### config.mk
export PLATFORM = sky130hd
export DESIGN_NAME = ps2_key_sequencer_flat
export DESIGN_NICKNAME = d
export VERILOG_FILES = /design/src/rtl/ps2_pkg.sv /design/src/rtl/ps2_key_sequencer_if.sv /design/src/rtl/ps2_key_sequencer.sv /design/src/flat_wrapper.sv
export SDC_FILE = /design/constraint.sdc
export NUM_CORES = 1
export LEC_CHECK = 0
export BUFFER_PORTS_ARGS = -buffer_cell sky130_fd_sc_hd__buf_2
export CAP_MARGIN = 40
export CELL_PAD_IN_SITES_DETAIL_PLACEMENT = 1
export CELL_PAD_IN_SITES_GLOBAL_PLACEMENT = 2
export CORE_ASPECT_RATIO = 1.5
export CORE_MARGIN = 1
export CORE_UTILIZATION = 29
export CTS_BUF_LIST = sky130_fd_sc_hd__clkbuf_16
export CTS_CLUSTER_SIZE = 10
export DETAILED_ROUTE_END_ITERATION = 12
export PLACE_DENSITY = 0.83
export SLEW_MARGIN = 20
export SYNTH_ARGS = -nofsm -noshare
export SYNTH_HDL_FRONTEND = slang
export SYNTH_SLANG_ARGS = --single-unit
### constraint.sdc
create_clock -name i_clk -period 2.05 [get_ports i_clk]
set_clock_uncertainty 0.2 [all_clocks]
set_input_delay 0.1025 -clock i_clk [delete_from_list [all_inputs] [get_ports i_clk]]
set_output_delay 0.1025 -clock i_clk [all_outputs]
set_load 0.005 [all_outputs]
### src/rtl/ps2_pkg.sv
// Shared types and constants for the PS/2 key sequencer.
package ps2_pkg;

    typedef enum logic [1:0] {
        IDLE = 2'd0,
        POP  = 2'd1,
        WAIT = 2'd2
    } state_t;

    localparam logic [7:0] PS2_BRK = 8'hF0;
    localparam logic [7:0] PS2_EXT = 8'hE0;

    typedef struct packed {
        logic [7:0] code;
        logic       brk;
        logic       ext;
        logic       rpt;
    } key_evt_t;

    // True for bytes that only modify the following scan code.
    function automatic logic is_prefix(input logic [7:0] b);
        return (b == PS2_BRK) || (b == PS2_EXT);
    endfunction

endpackage

### src/rtl/ps2_key_sequencer_if.sv
// FIFO-side handshake between the ps2_keyboard receiver and the key sequencer.
// master: receiver FIFO; slave: sequencer.
interface ps2_key_sequencer_if;
    logic [7:0] kb_data;
    logic       kb_ready;
    logic       kb_overflow;
    logic       nextdata_n;

    modport master (output kb_data, output kb_ready, output kb_overflow, input nextdata_n);
    modport slave  (input kb_data, input kb_ready, input kb_overflow, output nextdata_n);
endinterface

### src/rtl/ps2_key_sequencer.sv
// Drains the PS/2 receiver FIFO one byte per three cycles and turns set-2
// scan-code sequences into single-cycle key events, with held-key tracking,
// press counting and sticky overflow.
//
// state | meaning
// IDLE  | waiting for kb_ready; the head byte is captured and decoded on leaving
// POP   | nextdata_n low for one cycle to advance the FIFO
// WAIT  | nextdata_n high so ready/data resettle before the next capture
module ps2_key_sequencer
    import ps2_pkg::*;
#(
    parameter int CNT_W          = 8,
    parameter int TIMEOUT_CYCLES = 50000
) (
    input  logic                 i_clk,
    input  logic                 i_rst,
    ps2_key_sequencer_if.slave   kb,
    input  logic                 i_ovf_clr,
    output logic                 o_evt_valid,
    output logic [7:0]           o_evt_code,
    output logic                 o_evt_break,
    output logic                 o_evt_ext,
    output logic                 o_evt_repeat,
    output logic                 o_held,
    output logic [7:0]           o_held_code,
    output logic                 o_held_ext,
    output logic [CNT_W-1:0]     o_press_cnt,
    output logic                 o_ovf_sticky
);

    localparam int TMO_W = (TIMEOUT_CYCLES > 2) ? $clog2(TIMEOUT_CYCLES) : 1;
    localparam logic [TMO_W-1:0] TMO_LAST = TMO_W'(TIMEOUT_CYCLES - 1);

    state_t             r_state;
    state_t             w_state_nxt;
    logic               w_capture;
    logic               w_nextdata_n;

    logic               r_brk_p;
    logic               r_ext_p;
    logic [TMO_W-1:0]   r_tmo;
    logic               w_tmo_done;

    logic               r_evt_valid;
    key_evt_t           r_evt;
    key_evt_t           w_evt;
    logic               w_is_key;
    logic               w_held_match;

    logic               r_held;
    logic [7:0]         r_held_code;
    logic               r_held_ext;
    logic [CNT_W-1:0]   r_press_cnt;
    logic               r_ovf;

    // FSM state register
    always_ff @(posedge i_clk) begin
        if (i_rst) r_state <= IDLE;
        else       r_state <= w_state_nxt;
    end

    // FSM next state and FIFO pop strobe
    always_comb begin
        w_state_nxt  = r_state;
        w_nextdata_n = 1'b1;
        w_capture    = 1'b0;
        unique case (r_state)
            IDLE: begin
                if (kb.kb_ready) begin
                    w_capture   = 1'b1;
                    w_state_nxt = POP;
                end
            end
            POP: begin
                w_nextdata_n = 1'b0;
                w_state_nxt  = WAIT;
            end
            WAIT:    w_state_nxt = IDLE;
            default: w_state_nxt = IDLE;
        endcase
    end

    assign kb.nextdata_n = w_nextdata_n;

    // Decode the FIFO head byte against the pending prefixes and the held key
    always_comb begin
        w_is_key     = !is_prefix(kb.kb_data);
        w_held_match = r_held && ({r_held_ext, r_held_code} == {r_ext_p, kb.kb_data});
        w_evt.code   = kb.kb_data;
        w_evt.brk    = r_brk_p;
        w_evt.ext    = r_ext_p;
        w_evt.rpt    = !r_brk_p && w_held_match;
    end

    assign w_tmo_done = (r_tmo == TMO_LAST);

    // Prefix flags and the prefix timeout; a capture always wins over a timeout
    always_ff @(posedge i_clk) begin
        if (i_rst) begin
            r_brk_p <= 1'b0;
            r_ext_p <= 1'b0;
            r_tmo   <= '0;
        end else if (w_capture) begin
            r_tmo <= '0;
            if (kb.kb_data == PS2_EXT) begin
                r_ext_p <= 1'b1;
            end else if (kb.kb_data == PS2_BRK) begin
                r_brk_p <= 1'b1;
            end else begin
                r_brk_p <= 1'b0;
                r_ext_p <= 1'b0;
            end
        end else if (r_brk_p || r_ext_p) begin
            if (w_tmo_done) begin
                r_brk_p <= 1'b0;
                r_ext_p <= 1'b0;
                r_tmo   <= '0;
            end else begin
                r_tmo <= r_tmo + 1'b1;
            end
        end
    end

    // Event register: fields hold between events, only the valid bit pulses
    always_ff @(posedge i_clk) begin
        if (i_rst) begin
            r_evt_valid <= 1'b0;
            r_evt       <= '0;
        end else begin
            r_evt_valid <= w_capture && w_is_key;
            if (w_capture && w_is_key) r_evt <= w_evt;
        end
    end

    // Held key and distinct-press counter; repeats leave both untouched
    always_ff @(posedge i_clk) begin
        if (i_rst) begin
            r_held      <= 1'b0;
            r_held_code <= '0;
            r_held_ext  <= 1'b0;
            r_press_cnt <= '0;
        end else if (w_capture && w_is_key) begin
            if (!r_brk_p) begin
                if (!w_held_match) begin
                    r_press_cnt <= r_press_cnt + 1'b1;
                    r_held      <= 1'b1;
                    r_held_code <= kb.kb_data;
                    r_held_ext  <= r_ext_p;
                end
            end else if (w_held_match) begin
                r_held <= 1'b0;
            end
        end
    end

    // Sticky overflow; a new overflow beats a simultaneous clear
    always_ff @(posedge i_clk) begin
        if (i_rst)                r_ovf <= 1'b0;
        else if (kb.kb_overflow)  r_ovf <= 1'b1;
        else if (i_ovf_clr)       r_ovf <= 1'b0;
    end

    assign o_evt_valid  = r_evt_valid;
    assign o_evt_code   = r_evt.code;
    assign o_evt_break  = r_evt.brk;
    assign o_evt_ext    = r_evt.ext;
    assign o_evt_repeat = r_evt.rpt;
    assign o_held       = r_held;
    assign o_held_code  = r_held_code;
    assign o_held_ext   = r_held_ext;
    assign o_press_cnt  = r_press_cnt;
    assign o_ovf_sticky = r_ovf;

endmodule

### src/flat_wrapper.sv
// flat-port wrapper written by rule: the top's interface ports become plain ports
module ps2_key_sequencer_flat import ps2_pkg::*;
#(
    parameter int CNT_W          = 8,
    parameter int TIMEOUT_CYCLES = 50000
)
  (i_clk, i_rst, i_ovf_clr, o_evt_valid, o_evt_code, o_evt_break, o_evt_ext, o_evt_repeat, o_held, o_held_code, o_held_ext, o_press_cnt, o_ovf_sticky, kb_kb_data, kb_kb_ready, kb_kb_overflow, kb_nextdata_n);
  ps2_key_sequencer_if kb_i ();
  input  logic i_clk;
  input  logic i_rst;
  input  logic i_ovf_clr;
  output logic o_evt_valid;
  output logic [7:0] o_evt_code;
  output logic o_evt_break;
  output logic o_evt_ext;
  output logic o_evt_repeat;
  output logic o_held;
  output logic [7:0] o_held_code;
  output logic o_held_ext;
  output logic [CNT_W-1:0] o_press_cnt;
  output logic o_ovf_sticky;
  input wire logic [$bits(kb_i.kb_data)-1:0] kb_kb_data;
  input wire logic [$bits(kb_i.kb_ready)-1:0] kb_kb_ready;
  input wire logic [$bits(kb_i.kb_overflow)-1:0] kb_kb_overflow;
  output wire logic [$bits(kb_i.nextdata_n)-1:0] kb_nextdata_n;
  assign kb_i.kb_data = kb_kb_data;
  assign kb_i.kb_ready = kb_kb_ready;
  assign kb_i.kb_overflow = kb_kb_overflow;
  assign kb_nextdata_n = kb_i.nextdata_n;
  ps2_key_sequencer #(.CNT_W(CNT_W), .TIMEOUT_CYCLES(TIMEOUT_CYCLES)) u_core (.i_clk(i_clk), .i_rst(i_rst), .kb(kb_i), .i_ovf_clr(i_ovf_clr), .o_evt_valid(o_evt_valid), .o_evt_code(o_evt_code), .o_evt_break(o_evt_break), .o_evt_ext(o_evt_ext), .o_evt_repeat(o_evt_repeat), .o_held(o_held), .o_held_code(o_held_code), .o_held_ext(o_held_ext), .o_press_cnt(o_press_cnt), .o_ovf_sticky(o_ovf_sticky));
endmodule
# --- After elaboration in Yosys (flattened, before gate mapping) ---
# Cells that the tools add are included.
totals:
  ff_bits: 51
  latch_bits: 0
  ram_bits: 0
  rom_bits: 0
  input_bits: 13
  out_inout_bits: 32
  word_cells: 63
  memories: 0
classes:
  n_addsub: 2
  mul: 0
  div: 0
  magnitude_cmp: 0
  eq_ne: 10
  n_shift: 0
  muxes: 19
  bitwise: 2
  reduce_logical: 16
op_table:
  columns: ["cell", "count"]
  rows:
  - ["$add 16x1->16 const B", 1]
  - ["$eq 16x16->1 const B", 1]
  - ["$eq 8x8->1 const B", 2]
  - ["$mux 1", 16]
  - ["$mux 16", 1]
  - ["$reduce_and 3->1", 4]
  - ["$eq 9x9->1", 1]
  - ["$add 8x1->8 const B", 1]
  - ["$ne 2x2->1 const B", 3]
  - ["$reduce_bool 2->1", 3]
  - ["$pmux 2 s2", 1]
  - ["$logic_and 1x1->1", 3]
  - ["$ne 3x3->1 const B", 1]
  - ["$eq 2x1->1 const B", 1]
  - ["$logic_not 1->1", 2]
  - ["$logic_not 2->1", 1]
  - ["$logic_or 1x1->1", 2]
  - ["$mux 2", 1]
  - ["$ne 2x1->1 const B", 1]
  - ["$not 1->1", 2]
  - ["$reduce_or 2->1", 1]

# --- Depth between registers and ports, before layout ---
# Gate-level depths: netlist of the first run.
logic_depth:
  ltp_word: 5
  ltp_mapped: 10

# --- Least setup slack after synthesis of the first run ---
# Ideal clock, no wire load.
synth_timing:
  path_type: "register to register"
  startpoint: "register u_core.r_ext_p"
  endpoint: "register u_core.r_press_cnt[5] (netlist: u_core.o_press_cnt[5])"
  setup_ns: 0.070
  arrival_ns: 1.996
  t_required_ns: 1.780
  setup_slack_ns: -0.216
  stages_incl_launch_ff: 10
  period_less_slack_ns: 2.266
  cell_sequence: "dfxtp_1 -> clkbuf_1 -> xnor2_1 -> nand4_1 -> ha_1 -> nor4bb_1 -> buf_2 -> o21ai_4 -> or4_1 -> a21oi_1"
synth_via:
  elab_chain_len: 4
synth_rtl:
  columns: ["item", "line", "source"]
  rows:
  - ["from (decl)", "ps2_key_sequencer.sv:40", "logic r_ext_p;"]
  - ["from (signal assigned)", "ps2_key_sequencer.sv:101", "r_ext_p <= 1'b0;"]
  - ["from (signal assigned)", "ps2_key_sequencer.sv:106", "r_ext_p <= 1'b1;"]
  - ["from (signal assigned)", "ps2_key_sequencer.sv:111", "r_ext_p <= 1'b0;"]
  - ["$eq 9x9->1", "ps2_key_sequencer.sv:88", "w_held_match = r_held && ({r_held_ext, r_held_code} == {r_ext_p, kb.kb_data});"]
  - ["$logic_and 1x1->1", "ps2_key_sequencer.sv:88", null]
  - ["$not 1->1 (no source line)", null, null]
  - ["$reduce_and 3->1 (no source line)", null, null]
  - ["to (signal assigned)", "ps2_key_sequencer.sv:145", "r_press_cnt <= r_press_cnt + 1'b1;"]
  - ["to (decl)", "ps2_key_sequencer.sv:53", "logic [CNT_W-1:0] r_press_cnt;"]
# No other way between the ends.
# A chain may end at the register's enable or synchronous reset.

# --- Worst setup path after layout of the first run ---
layout_timing:
  startpoint: "register u_core.r_held_code[5] (netlist: u_core.o_held_code[5])"
  endpoint: "register u_core.r_press_cnt[5] (netlist: u_core.o_press_cnt[5])"
layout_via:
  elab_chain_len: 4
layout_rtl:
  columns: ["item", "line", "source"]
  rows:
  - ["from (decl)", "ps2_key_sequencer.sv:51", "logic [7:0] r_held_code;"]
  - ["from (signal assigned)", "ps2_key_sequencer.sv:147", "r_held_code <= kb.kb_data;"]
  - ["$eq 9x9->1", "ps2_key_sequencer.sv:88", null]
  - ["$logic_and 1x1->1", "ps2_key_sequencer.sv:88", null]
  - ["$not 1->1 (no source line)", null, null]
  - ["$reduce_and 3->1 (no source line)", null, null]
# No other way between the ends.

==> impl_metrics.ini, run 1 <==
[placement]
hpwlAfterDp_um = 4410
io_buffers = 44
dp_cells = 411
gp_congestion = 0.815

[run_status]
violations = negative setup slack
status = complete, but fails checks

[synth]
synth_edf_count = 0
ys_seq_area_share_pct = 45.6
synth_area_per_cell_um2 = 9.06
synth_cell_types = 36
syn_nets = 264
ys.flop_type = dfxtp_1
async_flop_share_pct = 0
syn_area_um2 = 2240
yosys_warnings = 0
syn_inst = 247
synth-seq-cells = 51

[cts]
cts_made_buffers = 5
path_clk_slew_ns = 0.07
clk_path_buf_depth = 2
ctsHtreeMaxLevel = 2
cts-root-buf = clkbuf_16
worstSkewPairLatency_ns = 0.29
clock-sinks = 51
cts_tree = done

[floorplanning]
dieArea_um2 = 8080
core_um2 = 7370
io_pins = 45
die_h_um = 110
chipWidth_um = 73.7
floorplan.initialDensity_pct = 30.4
rows = 38

[finish]
drive_gt1_share_pct = 36.9
mostFrequentLayoutCells = buf_2 (44), dfxtp_1 (43), nor2_1 (39)
fin_util_pct = 43.1
nets = 349
syn2layout_area_growth_pct = 41.8
insertedDiodeCount = 0
stdcell_count = 433
layout_commonest_cell = buf_2

[routing]
drcViolationCount = 0
post_drt_wl_per_cell_um = 14.6
firstDrtPassIters = 2
drt-vias-per-instance = 4.75
num_vias = 2055
antenna_left = 0
totalWireLength_um = 6320
drtIter0Drc = 66

[global_route]
grt_max_degree = 35
gr-total-overflow = 0
grt.total_usage_pct = 16.4
grt_pass1_vias = 2067
antenna_found_initial = 0
grt_pass1_wl_um = 10200

[worst_setup_path]
critPathTopFamily = simple AND/OR/NAND/NOR gates
worstSetupStartpointType = register
worstPathRequired_ns = 2.07
crit_path_end_kind = register
slowest_stage = or4_4
worstPathCellList = xor2_1 -> nor4_1 -> nand4_1 -> ha_2 -> nor4bb_4 -> o21ai_4 -> or4_4 -> a21oi_2
cp_slowest_stage_delay_ns = 0.45
path_class = reg2reg
critPathBufInv = 0
path_max_fanout = 5
cp.arrival_ns = 2.32

[power_and_ir_drop]
leakagePower_nw = 1.36
ir_drop_v = 0.000303
total_power_mw = 2.21
power_density_nw_per_um2 = 697

[sta]
period_needed_ns = 2.29
fmax_mhz = 436
setup_slack_ns = -0.244
hold_viol = 0
slew_violations = 0
tightest_slew_ns = 0.452
maxSlewHeadroom_pct = 69.7
rsz0062_at_grt = true
setup_viol = 17
period_share_pct = 112

[min_path]
min_path_type = in2reg

[job]
maxCapViolCount = 0
final cells by class:
class / instances / area, µm²
fill: 884 / 4200
sequential: 51 / 1030
multi-input combinational: 180 / 1250
inverter: 7 / 26.3
tap: 100 / 125
clock buffer: 5 / 125
clock inverter: 3 / 18.8
timing repair buffer: 87 / 593
cells in the mapped netlist (4+ instances only):
cell type | count | area (µm²)
dfxtp_1 | 51 | 1020
nand3_1 | 5 | 25.0
nand2_1 | 22 | 82.6
xor2_1 | 15 | 131
nor4_1 | 5 | 31.3
xnor2_1 | 11 | 96.3
ha_1 | 4 | 50.1
o21ai_0 | 7 | 35.0
inv_1 | 7 | 26.3
mux2i_1 | 13 | 130
nand4_1 | 7 | 43.8
a21oi_1 | 18 | 90.1
nor3_1 | 6 | 30.0
nor2_1 | 39 | 146
clkbuf_1 | 7 | 26.3
flip-flops by register name, summed over array words and instances, names as in the netlist, 2 cells and up:
| signal | flops |
|---|---|
| u_core.o_evt_code | 8 |
| u_core.o_held_code | 8 |
| u_core.o_press_cnt | 8 |
| u_core.r_state | 2 |
| u_core.r_tmo | 16 |
power breakdown:
part           leakage (nW)  internal, mW  switching [mW]  total [mW]
clock network        0.0740         0.453           0.373       0.826
registers             0.418          1.03          0.0296        1.06
logic                 0.864         0.167           0.160       0.327
worst paths after layout:
check                        startpoint                    end  slack [ns]  cells after the start
setup reg to reg  u_core.o_held_code[5]  u_core.o_press_cnt[5]       -0.24                      8
hold / removal            kb_kb_data[7]  u_core.o_held_code[7]       0.008                      4
setup / recovery  u_core.o_held_code[5]  u_core.o_press_cnt[5]       -0.24                      8
hold reg to reg    u_core.o_evt_code[2]   u_core.o_evt_code[2]        0.26                      2
routing by layer:
layer,part of all wire [%],GRT usage (%),vias to the layer above
met4,1.9,5.63,0
met5,0,0,-
met3,2.1,2.38,10
met2,56,31.3,37
met1,40,18.0,993
li1,-,-,1015
what timing repair did:
item                       CTS  global route
hold buffers                 7             0
setup endpoints to repair   18            20
hold endpoints to repair     7             0
resized for setup           17            10
cloned                       1             0
buffers inserted             2             4
pin swaps                   12            14
worst reg2reg max path, cell delays in order (launching register included):
cell and delay (ns):
dfxtp_2 0.33, xor2_1 0.16, nor4_1 0.08, nand4_1 0.13, ha_2 0.19, nor4bb_4 0.39
o21ai_4 0.16, or4_4 0.45, a21oi_2 0.14
stage by stage:
| step | instance area (µm²) | hold slack [ns] | worst slack (ns) | setup TNS, ns |
|---|---|---|---|---|
| 6_report | 3170 | 0.00770 | -0.244 | -2.72 |
| 5_1_grt | 3170 | 0.0294 | -0.310 | -4.26 |
| 4_1_cts | 3100 | 0.00214 | -0.214 | -2.76 |
| 3_5_place_dp | 2790 | 0.135 | -0.506 | -6.04 |
| 3_3_place_gp | 2790 | 0.113 | -0.332 | -3.29 |
| 2_1_floorplan | 2260 | 0.0199 | -0.0656 | -0.497 |
cell families (layout without fill, tap and decap cells):
| group | after synthesis | after routing | share of synthesized area, % |
|---|---|---|---|
| adders and majority gates | 4 | 4 | 2.24 |
| xor gates and xnor gates | 26 | 26 | 10.2 |
| muxes | 13 | 13 | 5.82 |
| buffers and inverters | 17 | 102 | 3.75 |
| DFF | 51 | 51 | 45.6 |
| and+or+nand+nor | 102 | 102 | 22.7 |
| AOI/OAI and AO/OA | 34 | 35 | 9.68 |
(Power assumes the default switching activity.)
==> inputs of run 2 (changes only) <==
Settings changed: HOLD_SLACK_MARGIN set to 0.15.
==> run 2 against run 1 <==
Against the previous run: via count shrank 0.63%; non-clock buffer count grew 2; global-route usage is the same; critical path depth is the same; utilization grew 0.10 points; the flow still finishes with violations (negative setup slack); clock-buffer cell count is the same; register-to-register slack gained 0.06 ns; cell area grew 0.24%; critical endpoint unchanged; critical path type unchanged; sequential power is essentially flat; largest power group unchanged; sequential cell count is the same; combinational power shrank 1%.
==> impl_metrics.ini, run 2 (synthesis gave the netlist of run 1 again) <==
[run_status]
status = complete, but fails checks
violations = negative setup slack

[routing]
drtIter0Drc = 61
firstDrtPassIters = 3
post_drt_wl_per_cell_um = 14.3
drcViolationCount = 0
drt-vias-per-instance = 4.69
num_vias = 2042
antenna_left = 0
totalWireLength_um = 6210

[sta]
tightest_slew_ns = 0.457
period_needed_ns = 2.24
fmax_mhz = 447
fin_tns_setup_ns = -1.98
rsz0062_at_grt = true
period_share_pct = 109
setup_viol = 17
slew_violations = 0
setup_slack_ns = -0.187
maxSlewHeadroom_pct = 69.4
hold_viol = 0

[worst_setup_path]
crit_path_end_kind = register
cp.arrival_ns = 2.26
worstPathRequired_ns = 2.07
path_class = reg2reg
path_max_fanout = 5
worstSetupStartpointType = register

[finish]
fin_util_pct = 43.2
drive_gt1_share_pct = 35.2
insertedDiodeCount = 0
syn2layout_area_growth_pct = 42.2
layout_commonest_cell = buf_2
largest_reg_flops = 16
regMostFlops = u_core.r_tmo
mostFrequentLayoutCells = buf_2 (44), dfxtp_1 (43), nor2_1 (39)
nets = 351

[floorplanning]
die_h_um = 110
dieArea_um2 = 8080
floorplan.initialDensity_pct = 30.4
io_pins = 45
core_um2 = 7370
rows = 38
chipWidth_um = 73.7

[global_route]
grt_pass1_wl_um = 10200
grt_max_degree = 35
grt_pass1_vias = 2078
grt.total_usage_pct = 16.4
gr-total-overflow = 0
antenna_found_initial = 0

[placement]
gp_congestion = 0.815
place_worst_setup_slack_ns = -0.506
io_buffers = 44
hpwlAfterDp_um = 4410

[power_and_ir_drop]
ir_drop_v = 0.000315
leakagePower_nw = 1.36
power_density_nw_per_um2 = 693

[cts]
cts_tree = done
clock-sinks = 51
clk_path_buf_depth = 2
worstSkewPairLatency_ns = 0.29
path_clk_slew_ns = 0.07
cts_made_buffers = 5
cts-root-buf = clkbuf_16
ctsHtreeMaxLevel = 2

[min_path]
min_path_type = in2reg

[job]
maxCapViolCount = 0
==> run 2: timing repair <==
action                                  CTS  global route
resized for setup                        17             6
hold buffers                             11             0
gates cloned                              1             0
endpoints found under the setup margin   18            19
hold endpoints to repair                 37             0
setup buffers                             2             2
pin swaps                                12            11
==> run 2: final cells by class <==
class                           count  area (µm²)
Clock inverter                      3        18.8
Fill cell                         888        4190
Tap cell                          100         125
Timing Repair Buffer               89         618
Multi-Input combinational cell    180        1240
Inverter                            7        26.3
Sequential cell                    51        1030
Clock buffer                        5         125
==> run 2: where the power goes <==
part	internal [mW]	switching (mW)	leakage [nW]
Combinational	0.167	0.157	0.869
Sequential	1.03	0.0295	0.418
Clock	0.453	0.369	0.0740
Total	1.65	0.555	1.36
==> run 2: path summary, 6_finish.rpt <==
kind,start,endpoint,slack (ns),cells after the start
worst min-delay path,kb_kb_ready,u_core.o_evt_valid,0.23,5
worst max-delay path,u_core.o_held_code[5],u_core.o_press_cnt[5],-0.19,8
worst min register to register,u_core.o_evt_code[2],u_core.o_evt_code[2],0.26,2
worst max register to register,u_core.o_held_code[5],u_core.o_press_cnt[5],-0.19,8
==> run 2: routing by layer <==
layer | vias up | track usage [%] | routed length [µm]
met5 | - | 0 | 0
met4 | 0 | 5.91 | 175
met3 | 14 | 2.38 | 134
met2 | 42 | 31.0 | 3320
met1 | 965 | 18.1 | 2570
li1 | 1021 | - | -
==> run 2: worst max-delay path, stage by stage (launching register included) <==
cell and delay (ns):
dfxtp_2 0.33, xor2_1 0.15, nor4_1 0.08, nand4_1 0.13
ha_2 0.19, nor4bb_4 0.37, o21ai_4 0.15, or4_4 0.43
a21oi_1 0.13
==> run 2: stage by stage <==
| step | hold WS (ns) | std cells | power, mW | area (µm²) |
|---|---|---|---|---|
| 6_report | 0.230 | 435 | 2.20 | 3180 |
| 3_3_place_gp | 0.113 | 411 | 1.35 | 2790 |
| 2_1_floorplan | 0.0199 | 247 | 1.22 | 2260 |
| 4_1_cts | 0.222 | 433 | 2.23 | 3140 |
| 3_5_place_dp | 0.135 | 411 | 1.36 | 2790 |
| 5_1_grt | 0.252 | 435 | 2.32 | 3180 |
